File: config.mk
export PLATFORM = sky130hd
export DESIGN_NAME = comm_master_seq
export DESIGN_NICKNAME = d
export VERILOG_FILES = /design/src/rtl/comm_master_seq.sv
export SDC_FILE = /design/constraint.sdc
export NUM_CORES = 1
export LEC_CHECK = 0
export BUFFER_PORTS_ARGS = -buffer_cell sky130_fd_sc_hd__buf_4
export CORE_AREA = 2 2 65 128
export DETAILED_ROUTE_END_ITERATION = 12
export DIE_AREA = 0 0 67 130
export GPL_ROUTABILITY_DRIVEN = 0
export SYNTH_ARGS = -nofsm -noshare
export SYNTH_HDL_FRONTEND = slang
export SYNTH_SLANG_ARGS = --single-unit
File: constraint.sdc
create_clock -name clk -period 3.5 [get_ports clk]
set_input_delay 0.525 -clock clk [delete_from_list [all_inputs] [get_ports clk]]
set_output_delay 0.525 -clock clk [all_outputs]
set_load 0.1 [all_outputs]
File: src/rtl/comm_master_seq.sv
// Command initiator for the UART command link: sends a cmd/data frame, waits for a one-byte reply, checks it.
// Optional resend on wrong byte or timeout is enabled by defining COMM_RETRY_EN.
module comm_master_seq #(
    parameter int          TMO_W     = 16,
    parameter int          MAX_RETRY = 2,
    parameter logic [7:0]  ACK_VAL   = 8'hA5
) (
    input  logic        clk,
    input  logic        rst,
    input  logic        go,
    input  logic [7:0]  cmd_in,
    input  logic [15:0] data_in,
    output logic [7:0]  tx_data,
    output logic        trmt,
    input  logic        tx_done,
    input  logic        rx_rdy,
    input  logic [7:0]  rx_data,
    output logic        clr_rx_rdy,
    output logic        busy,
    output logic        frm_snt,
    output logic        done,
    output logic [7:0]  resp,
    output logic        ack_ok,
    output logic        nak_err,
    output logic        tmo_err
);

    localparam logic [7:0] CMD_REQ_BATT = 8'h01;

    typedef enum logic [2:0] {
        IDLE,
        TX_CMD,
        TX_DHI,
        TX_DLO,
        WAIT_RESP,
        DONE
    } state_t;

    state_t            state_reg, state_next;
    logic              phase_reg, phase_next;
    logic [7:0]        cmd_q_reg, cmd_q_next;
    logic [15:0]       data_q_reg, data_q_next;
    logic [7:0]        tx_data_reg, tx_data_next;
    logic              trmt_reg, trmt_next;
    logic              clr_rx_rdy_reg, clr_rx_rdy_next;
    logic              busy_reg, busy_next;
    logic              frm_snt_reg, frm_snt_next;
    logic              done_reg, done_next;
    logic [7:0]        resp_reg, resp_next;
    logic              ack_ok_reg, ack_ok_next;
    logic              nak_err_reg, nak_err_next;
    logic              tmo_err_reg, tmo_err_next;
    logic [TMO_W-1:0]  tmo_cnt_reg, tmo_cnt_next;
    logic              attempt_fail;
    logic              fail_is_nak;
    logic              retry_left;

`ifdef COMM_RETRY_EN
    localparam int RTY_W = (MAX_RETRY > 0) ? $clog2(MAX_RETRY + 1) : 1;
    logic [RTY_W-1:0]  retry_cnt_reg, retry_cnt_next;

    assign retry_left = (int'(retry_cnt_reg) < MAX_RETRY);
`else
    assign retry_left = 1'b0;
`endif

    always_ff @(posedge clk) begin
        if (rst) begin
            state_reg      <= IDLE;
            phase_reg      <= 1'b0;
            cmd_q_reg      <= 8'h00;
            data_q_reg     <= 16'h0000;
            tx_data_reg    <= 8'h00;
            trmt_reg       <= 1'b0;
            clr_rx_rdy_reg <= 1'b0;
            busy_reg       <= 1'b0;
            frm_snt_reg    <= 1'b0;
            done_reg       <= 1'b0;
            resp_reg       <= 8'h00;
            ack_ok_reg     <= 1'b0;
            nak_err_reg    <= 1'b0;
            tmo_err_reg    <= 1'b0;
            tmo_cnt_reg    <= '0;
`ifdef COMM_RETRY_EN
            retry_cnt_reg  <= '0;
`endif
        end else begin
            state_reg      <= state_next;
            phase_reg      <= phase_next;
            cmd_q_reg      <= cmd_q_next;
            data_q_reg     <= data_q_next;
            tx_data_reg    <= tx_data_next;
            trmt_reg       <= trmt_next;
            clr_rx_rdy_reg <= clr_rx_rdy_next;
            busy_reg       <= busy_next;
            frm_snt_reg    <= frm_snt_next;
            done_reg       <= done_next;
            resp_reg       <= resp_next;
            ack_ok_reg     <= ack_ok_next;
            nak_err_reg    <= nak_err_next;
            tmo_err_reg    <= tmo_err_next;
            tmo_cnt_reg    <= tmo_cnt_next;
`ifdef COMM_RETRY_EN
            retry_cnt_reg  <= retry_cnt_next;
`endif
        end
    end

    // phase_reg marks the second half of TX_CMD (trmt already issued) and of DONE (done already pulsed)
    always_comb begin
        state_next      = state_reg;
        phase_next      = phase_reg;
        cmd_q_next      = cmd_q_reg;
        data_q_next     = data_q_reg;
        tx_data_next    = tx_data_reg;
        trmt_next       = 1'b0;
        clr_rx_rdy_next = 1'b0;
        frm_snt_next    = 1'b0;
        done_next       = 1'b0;
        resp_next       = resp_reg;
        ack_ok_next     = ack_ok_reg;
        nak_err_next    = nak_err_reg;
        tmo_err_next    = tmo_err_reg;
        tmo_cnt_next    = tmo_cnt_reg;
        attempt_fail    = 1'b0;
        fail_is_nak     = 1'b0;
`ifdef COMM_RETRY_EN
        retry_cnt_next  = retry_cnt_reg;
`endif

        case (state_reg)
            IDLE: begin
                if (go) begin
                    cmd_q_next      = cmd_in;
                    data_q_next     = data_in;
                    ack_ok_next     = 1'b0;
                    nak_err_next    = 1'b0;
                    tmo_err_next    = 1'b0;
                    clr_rx_rdy_next = 1'b1;
                    phase_next      = 1'b0;
                    state_next      = TX_CMD;
`ifdef COMM_RETRY_EN
                    retry_cnt_next  = '0;
`endif
                end
            end

            TX_CMD: begin
                if (!phase_reg) begin
                    trmt_next    = 1'b1;
                    tx_data_next = cmd_q_reg;
                    phase_next   = 1'b1;
                end else if (tx_done) begin
                    trmt_next    = 1'b1;
                    tx_data_next = data_q_reg[15:8];
                    state_next   = TX_DHI;
                end
            end

            TX_DHI: begin
                if (tx_done) begin
                    trmt_next    = 1'b1;
                    tx_data_next = data_q_reg[7:0];
                    state_next   = TX_DLO;
                end
            end

            TX_DLO: begin
                if (tx_done) begin
                    frm_snt_next = 1'b1;
                    tmo_cnt_next = '0;
                    state_next   = WAIT_RESP;
                end
            end

            WAIT_RESP: begin
                // a received byte takes priority over a simultaneous terminal count
                if (rx_rdy) begin
                    resp_next       = rx_data;
                    clr_rx_rdy_next = 1'b1;
                    if ((cmd_q_reg == CMD_REQ_BATT) || (rx_data == ACK_VAL)) begin
                        ack_ok_next = 1'b1;
                        phase_next  = 1'b0;
                        state_next  = DONE;
                    end else begin
                        attempt_fail = 1'b1;
                        fail_is_nak  = 1'b1;
                    end
                end else if (tmo_cnt_reg == {TMO_W{1'b1}}) begin
                    attempt_fail = 1'b1;
                end else begin
                    tmo_cnt_next = tmo_cnt_reg + 1'b1;
                end

                if (attempt_fail) begin
                    phase_next = 1'b0;
                    if (retry_left) begin
`ifdef COMM_RETRY_EN
                        retry_cnt_next = retry_cnt_reg + 1'b1;
`endif
                        state_next = TX_CMD;
                    end else begin
                        nak_err_next = fail_is_nak;
                        tmo_err_next = !fail_is_nak;
                        state_next   = DONE;
                    end
                end
            end

            DONE: begin
                if (!phase_reg) begin
                    done_next  = 1'b1;
                    phase_next = 1'b1;
                end else begin
                    state_next = IDLE;
                end
            end

            default: begin
                state_next = IDLE;
            end
        endcase

        busy_next = (state_next != IDLE);
    end

    assign tx_data    = tx_data_reg;
    assign trmt       = trmt_reg;
    assign clr_rx_rdy = clr_rx_rdy_reg;
    assign busy       = busy_reg;
    assign frm_snt    = frm_snt_reg;
    assign done       = done_reg;
    assign resp       = resp_reg;
    assign ack_ok     = ack_ok_reg;
    assign nak_err    = nak_err_reg;
    assign tmo_err    = tmo_err_reg;

endmodule

==> summary.md, run 1 <==
| Metric | Value |
|---|---|
| Vias in the first global route | 2444 |
| Root Buffer | clkbuf_16 |
| First-pass GRT wire length | 11000 microns |
| Drt first-iter violations | 196 |
| Leakage | 1.47 nW |
| Sink Count | 68 |
| Non-filler cells, final | 500 |
| Tcrit/Tclk final | 0.645 |
| Initial antenna violation count | 0 |
| EDFF count, synth | 0 |
| Worst Path Arrival | 2.46 ns |
| Worst r2r dst | tmo_cnt_reg[14] |
| RSZ-0062 raised after global routing | false |
| Die Wd | 67 microns |
| Residual DRC count | 0 |
| Avg Inst Size Synth | 8.57 sq um |
| Period minus WS final | 2.26 ns |
| Crit-path max cell delay | 0.83 ns |
| Diode count | 0 |
| XOR/XNOR share of the synthesized area | 0.0322 |
| CP max stage cell | dfxtp_1 |
| WHS Path Cells | 3 |
| F_max | 443 MHz |
| First-pass DRT Iterations | 4 |
| Largest family of logic cells by synthesized area | simple AND/OR/NAND/NOR gates |
| WP depth | 5 |
| Power per cell area | 512 nW/um^2 |
| Status | finished clean |
| Vias | 2593 |
| Most frequent cells in the layout | nand2_1, dfxtp_1, buf_4, a21oi_1, nor2_1 |
| WL final | 6610 microns |
| Cts bufs inserted | 9 |
| Max_cap viols | 0 |
| Placed insts | 486 |
| Commonest non-fill, non-tap cell in the layout | nand2_1 |
| Area grow syn2layout | 26.4% |
| Synth Area in Adders | 0.00418 |
| Hold Startpoint | data_in[0] |
| Max Clock Skew | 0.00590 ns |
| Max transition margin | 0.471 |
| Routed vias/inst | 5.19 |
| Slew Limit Fails | 0 |
| Pin count of the biggest net entering global routing | 57 |
| Setup crit end kind | register |
| Compound-Gate Fraction of Synth Area | 0.165 |
| Final setup vio count | 0 |
| Cell count after synthesis | 349 |
| Worst-path maximum fanout | 21 |
| Cts hold-fix bufs | 0 |
| Worst r2r src | state_reg[2] |
| Crit start category | register |
| Clk Latency, worst-skew pair | 0.33 ns |
| Post-synth cell types | 55 |
| Detail Route Antenna Nets | 0 |
| Peak supply drop | 0.358 mV |
| DR WL/cell | 13.2 microns |
| TritonCTS clock tree | yes |
| CP required | 3.71 ns |
| I/O Pins | 61 |
| Final nets | 439 |
| Synth top area cells | dfxtp_1, nand2_1, a21oi_1, mux2i_1, nor2_1 |
| Dpl hpwl | 4670 microns |
| Critical Path, Cell by Cell | nor4b_4, and2_1, and4bb_1, xnor2_1, nor2_1 |
| Core area | 7830 sq um |
| Synth Register Bits | 68 |
| Predominant post-synthesis flop cell | dfxtp_1 |
| Starting Density | 0.382 |
| Clk buf depth | 2 |
| Final Hold Viols | 0 |
| Yosys warns | 0 |
| Multiplexer area fraction after synthesis | 0.0607 |
| Syn_nets | 387 |
| Share of synthesized registers carrying an async set or reset | 0 |
| Number of port buffers | 60 |
| Buf+Inv Stages, Crit Path | 0 |
| Reg clk slew, reported paths | 0.05 ns |
| Min-Delay Path Class | in -> reg |
| Grt total ovfl | 0 |
| Fill cells | 766 |
| Crit path kind | reg -> reg |
| Kind of cell adding the most delay to the critical path | simple AND/OR/NAND/NOR gates |
| Share of cells above drive strength 1 | 0.223 |
| Post-synth top area cell | dfxtp_1 |
| Sequential share of the synthesized area | 0.455 |
| FP Rows | 46 |
| Reg2reg setup slack | 1.24 ns |
| Gr usage total | 0.164 |
| Yosys top cell area share | 0.455 |
| Chip Height | 130 microns |
| Least-Margin Pin Slew | 0.792 ns |
| Area fraction in and, or, nand and nor cells after synthesis | 0.249 |
| Fin Setup TNS | 0 ns |
| PostCTS Resize Cnt | 0 |
| Postcts setup bufs | 0 |
| CTS H-tree lvls | 3 |
| Reg2reg path depth | 5 |
| Synth Cell Area | 2990 sq um |
| Die area | 8710 sq um |
| Hold Path End | data_q_reg[0] |
-- metal layers --
metal / vias up / track usage / part of all wire
met5: - / 0 / 0
met4: 0 / 0.0948 / 0.024
met3: 9 / 0.0371 / 0.062
met2: 84 / 0.243 / 0.45
met1: 1176 / 0.216 / 0.46
li1: 1324 / - / -
-- worst min-delay path, delay by kind of cell --
family | cells | cell delay, ns
buf+inv | 1 | 0.11
compound gates | 1 | 0.05
simple gates | 1 | 0.04
-- metrics by stage --
stage / util / worst slack (ns) / hold slack (ns) / area [sq um] / power (mW)
final: 0.483 / 1.24 / 0.443 / 3780 / 1.93
after global routing: 0.483 / 1.04 / 0.449 / 3780 / 2.01
after CTS: 0.483 / 1.25 / 0.434 / 3780 / 1.96
after detailed placement: 0.446 / 1.26 / 0.449 / 3490 / 1.07
after global placement: 0.446 / 1.32 / 0.442 / 3490 / 1.07
after floorplan: - / 1.71 / 0.436 / 2990 / 0.998
-- worst max-delay path by stage --
stage / startpoint / to
after global routing: state_reg[2] / tmo_cnt_reg[11]
final: state_reg[2] / tmo_cnt_reg[14]
after detailed placement: state_reg[2] / tmo_cnt_reg[14]
after CTS: state_reg[2] / tmo_cnt_reg[14]
after floorplan: rx_data[3] / ack_ok
after global placement: state_reg[2] / tmo_cnt_reg[11]
-- report_power, final --
group | internal (mW) | switching, mW
combinational | 0.0836 | 0.138
sequential | 0.805 | 0.0283
clock | 0.580 | 0.300
total | 1.47 | 0.466
-- kinds of logic after synthesis --
family | count (synthesis)
compound gates | 78
xor+xnor | 11
fa+ha+maj | 1
buf+inv | 25
flops | 68
mux | 18
simple gates | 148
-- cell type report --
cell class,count,area [sq um],share of cell area
multi-input combinational,256,1530,0.404
sequential,68,1360,0.360
timing repair buffer,62,465,0.123
clock buffer,12,256,0.0678
tap,96,120,0.0318
clock inverter,2,35.0,0.00927
inverter,4,15.0,0.00397
-- Yosys cell counts (all sizes together), types with 4 or more instances --
library cell / number
inv: 4
clkbuf: 13
a21oi: 38
o311ai: 4
dfxtp: 68
o2111ai: 5
xor2: 10
buf: 8
nand3: 5
and3: 4
o21ai: 14
nor2: 30
nand2: 78
mux2i: 17
(Power assumes the default switching activity.)
==> inputs of run 2 (changes only) <==
--- a/config.mk
+++ b/config.mk
@@ -5,10 +5,11 @@
 export SDC_FILE = /design/constraint.sdc
 export NUM_CORES = 1
 export LEC_CHECK = 0
+export ABC_AREA = 1
 export BUFFER_PORTS_ARGS = -buffer_cell sky130_fd_sc_hd__buf_4
-export CORE_AREA = 2 2 65 128
+export CORE_AREA = 2 2 67 132
 export DETAILED_ROUTE_END_ITERATION = 12
-export DIE_AREA = 0 0 67 130
+export DIE_AREA = 0 0 69 134
 export GPL_ROUTABILITY_DRIVEN = 0
 export SYNTH_ARGS = -nofsm -noshare
 export SYNTH_HDL_FRONTEND = slang
==> constraint.sdc (replaced) <==
create_clock -name clk -period 2.2 [get_ports clk]
set_input_delay 0.33 -clock clk [delete_from_list [all_inputs] [get_ports clk]]
set_output_delay 0.33 -clock clk [all_outputs]
set_load 0.1 [all_outputs]
==> run 2 against run 1 <==
Against the previous run:
- synthesized area rose by 6.4%
- count of clock-buffer cells in the layout fell by 2
- critical path depth rose by 4
- critical path type unchanged
- critical endpoint is now tmo_cnt_reg[13]
- largest cell class unchanged
- highest routed layer unchanged
==> summary.md, run 2 <==
| Metric | Value |
|---|---|
| Status | finished clean |
| Post-synth cell types | 29 (-47%) |
| Fill cells | 859 (+12%) |
| Share of cells above drive strength 1 | 0.190 (-0.0327) |
| Most frequent cells in the layout | nand2_1, dfxtp_1, buf_4, a21oi_1, nor2_1 |
| Crit path kind | reg -> reg |
| Number of port buffers | 60 (unchanged) |
| Vias in the first global route | 2893 (+18%) |
| EDFF count, synth | 0 (unchanged) |
| CTS H-tree lvls | 3 (unchanged) |
| Tcrit/Tclk final | 0.795 (+0.150) |
| First-pass DRT Iterations | 4 (unchanged) |
| Area after DPL | 3710 sq um (+6.4%) |
| I/O Pins | 61 (unchanged) |
| Worst Path Arrival | 2.01 ns (-0.45 ns) |
| Design Area, Final | 4060 sq um (+7.2%) |
| Initial antenna violation count | 0 (unchanged) |
| FP Rows | 47 (+2.2%) |
| Leakage | 1.65 nW (+12%) |
| Max_cap viols | 0 (unchanged) |
| Worst-path maximum fanout | 16 (-24%) |
| PostCTS Resize Cnt | 0 (unchanged) |
| Crit-path max cell delay | 0.39 ns (-0.44 ns) |
| Synth Cell Area | 3180 sq um (+6.4%) |
| Sequential share of the synthesized area | 0.428 (-0.0274) |
| Gr usage total | 0.188 (+0.0243) |
| Starting Density | 0.386 (+0.00444) |
| WL final | 8320 microns (+26%) |
| Sink Count | 68 (unchanged) |
| Peak supply drop | 0.482 mV (+35%) |
| Synth top area cells | dfxtp_1, nand2_1, a21oi_1, nor2_1, o21ai_0 |
| Clk Latency, worst-skew pair | 0.33 ns (about the same) |
| Reg clk slew, reported paths | 0.06 ns (about the same) |
| Max transition margin | 0.561 (+0.0898) |
| Yosys warns | 0 (unchanged) |
| Setup crit end kind | register |
| TritonCTS clock tree | yes |
| Drt first-iter violations | 143 (-27%) |
| Cell count after synthesis | 461 (+32%) |
| CP max stage cell | dfxtp_1 |
| Buf+Inv Stages, Crit Path | 1 (+1) |
| Die Wd | 69 microns (+3.0%) |
| Predominant post-synthesis flop cell | dfxtp_1 |
| Min-Delay Path Class | in -> reg |
| CP required | 2.46 ns (-1.25 ns) |
| Core area | 8230 sq um (+5.2%) |
| Final nets | 559 (+27%) |
| Commonest non-fill, non-tap cell in the layout | nand2_1 |
| Yosys top cell area share | 0.428 (-0.0274) |
| Cell repeated most along the worst path | nand2_4 |
| Fin Setup TNS | 0 ns (unchanged) |
| Vias | 3012 (+16%) |
| Chip Height | 134 microns (+3.1%) |
| First-pass GRT wire length | 13700 microns (+25%) |
| Crit start category | register |
| Routed vias/inst | 4.83 (-6.9%) |
| Critical Path, Cell by Cell | ha_1, inv_1, nor2_4, nand2_4, o21ai_4, nand2_2, nand2_4, nand2_1, a21oi_2 |
| Max Clock Skew | 0.00654 ns (+0.000633 ns) |
| Grt total ovfl | 0 (unchanged) |
| Diode count | 0 (unchanged) |
| Final setup vio count | 0 (unchanged) |
| Cts hold-fix bufs | 0 (unchanged) |
| Least-Margin Pin Slew | 0.653 ns (-0.139 ns) |
| Final Hold Viols | 0 (unchanged) |
| F_max | 572 MHz (+29%) |
| Pin count of the biggest net entering global routing | 43 (-25%) |
| Residual DRC count | 0 (unchanged) |
| Commonest cells post-synth | nand2_1, dfxtp_1, a21oi_1 |
| Cts bufs inserted | 9 (unchanged) |
| DR WL/cell | 13.3 microns (+0.82%) |
| Most common cell in the synthesized netlist | nand2_1 |
| Power per cell area | 887 nW/um^2 (+73%) |
| Detail Route Antenna Nets | 0 (unchanged) |
| Clk buf depth | 2 (unchanged) |
| Share of synthesized registers carrying an async set or reset | 0 (unchanged) |
| Die area | 9250 sq um (+6.2%) |
| Period minus WS final | 1.75 ns (-0.507 ns) |
| Syn_nets | 499 (+29%) |
| Root Buffer | clkbuf_16 |
| Postcts setup bufs | 0 (unchanged) |
| Synth Register Bits | 68 (unchanged) |
| Slew Limit Fails | 0 (unchanged) |
| Reg2reg setup slack | 0.45 ns (-0.79 ns) |
| Area grow syn2layout | 27.4% |
| RSZ-0062 raised after global routing | false |
| Dpl hpwl | 6000 microns (+28%) |
| Post-synth top area cell | dfxtp_1 |
| Avg Inst Size Synth | 6.90 sq um (-19%) |
| Kind of cell adding the most delay to the critical path | simple AND/OR/NAND/NOR gates |
## run 2: path summary, 6_finish.rpt
path,depth (start not counted),start,endpoint
max,9,tmo_cnt_reg[0],tmo_cnt_reg[13]
min,3,data_in[0],data_q_reg[0]
max reg2reg,9,tmo_cnt_reg[0],tmo_cnt_reg[13]
min reg2reg,2,resp[3],resp[3]
## run 2: per-layer routing
| layer | track usage | share of wire | up-vias |
|---|---|---|---|
| li1 | - | - | 1592 |
| met1 | 0.190 | 0.38 | 1351 |
| met2 | 0.353 | 0.55 | 52 |
| met3 | 0.0391 | 0.033 | 17 |
| met4 | 0.101 | 0.031 | 0 |
| met5 | 0 | 0 | - |
## run 2: kinds of logic (layout without fill, tap and decap cells)
group	count (synthesis)	after routing	share of synthesized area
adders and majority gates	1	1	0.00393
xor gates and xnor gates	11	11	0.0303
DFF	68	68	0.428
AOI/OAI and AO/OA	93	93	0.160
and+or+nand+nor	234	234	0.306
buffers and inverters	54	119	0.0720
## run 2: final cells by class
type	count	area, sq um	share of cell area
multi-input combinational	339	1590	0.392
tap	98	123	0.0302
clock buffer	10	229	0.0565
clock inverter	6	113	0.0278
inverter	36	135	0.0333
sequential	68	1360	0.336
timing repair buffer	67	503	0.124
## run 2: worst reg2reg max path: cells and delay by family (launching register included)
kind | cells | cell delay (ns)
AND/OR/NAND/NOR | 5 | 0.61
AO/OA/AOI/OAI | 2 | 0.35
buffers and inverters | 1 | 0.09
adder cells (fa/ha/maj) | 1 | 0.25
flip-flops | 1 | 0.39
## run 2: where the power goes
part           leakage, nW  switching (mW)  internal, mW
Sequential           0.555          0.0398          1.31
Clock                0.167           0.546          1.11
Combinational        0.931           0.430         0.164
Total                 1.65            1.02          2.58
## run 2: per-stage QoR
step / hold WS (ns) / util / cells / power, mW / worst slack [ns]
3_3_place_gp: 0.452 / 0.451 / 608 / 1.97 / 0.480
2_1_floorplan: 0.439 / - / 461 / 1.80 / 0.582
6_report: 0.249 / 0.493 / 624 / 3.60 / 0.451
4_1_cts: 0.245 / 0.493 / 624 / 3.63 / 0.441
3_5_place_dp: 0.455 / 0.451 / 608 / 1.97 / 0.456
5_1_grt: 0.250 / 0.493 / 624 / 3.73 / 0.241
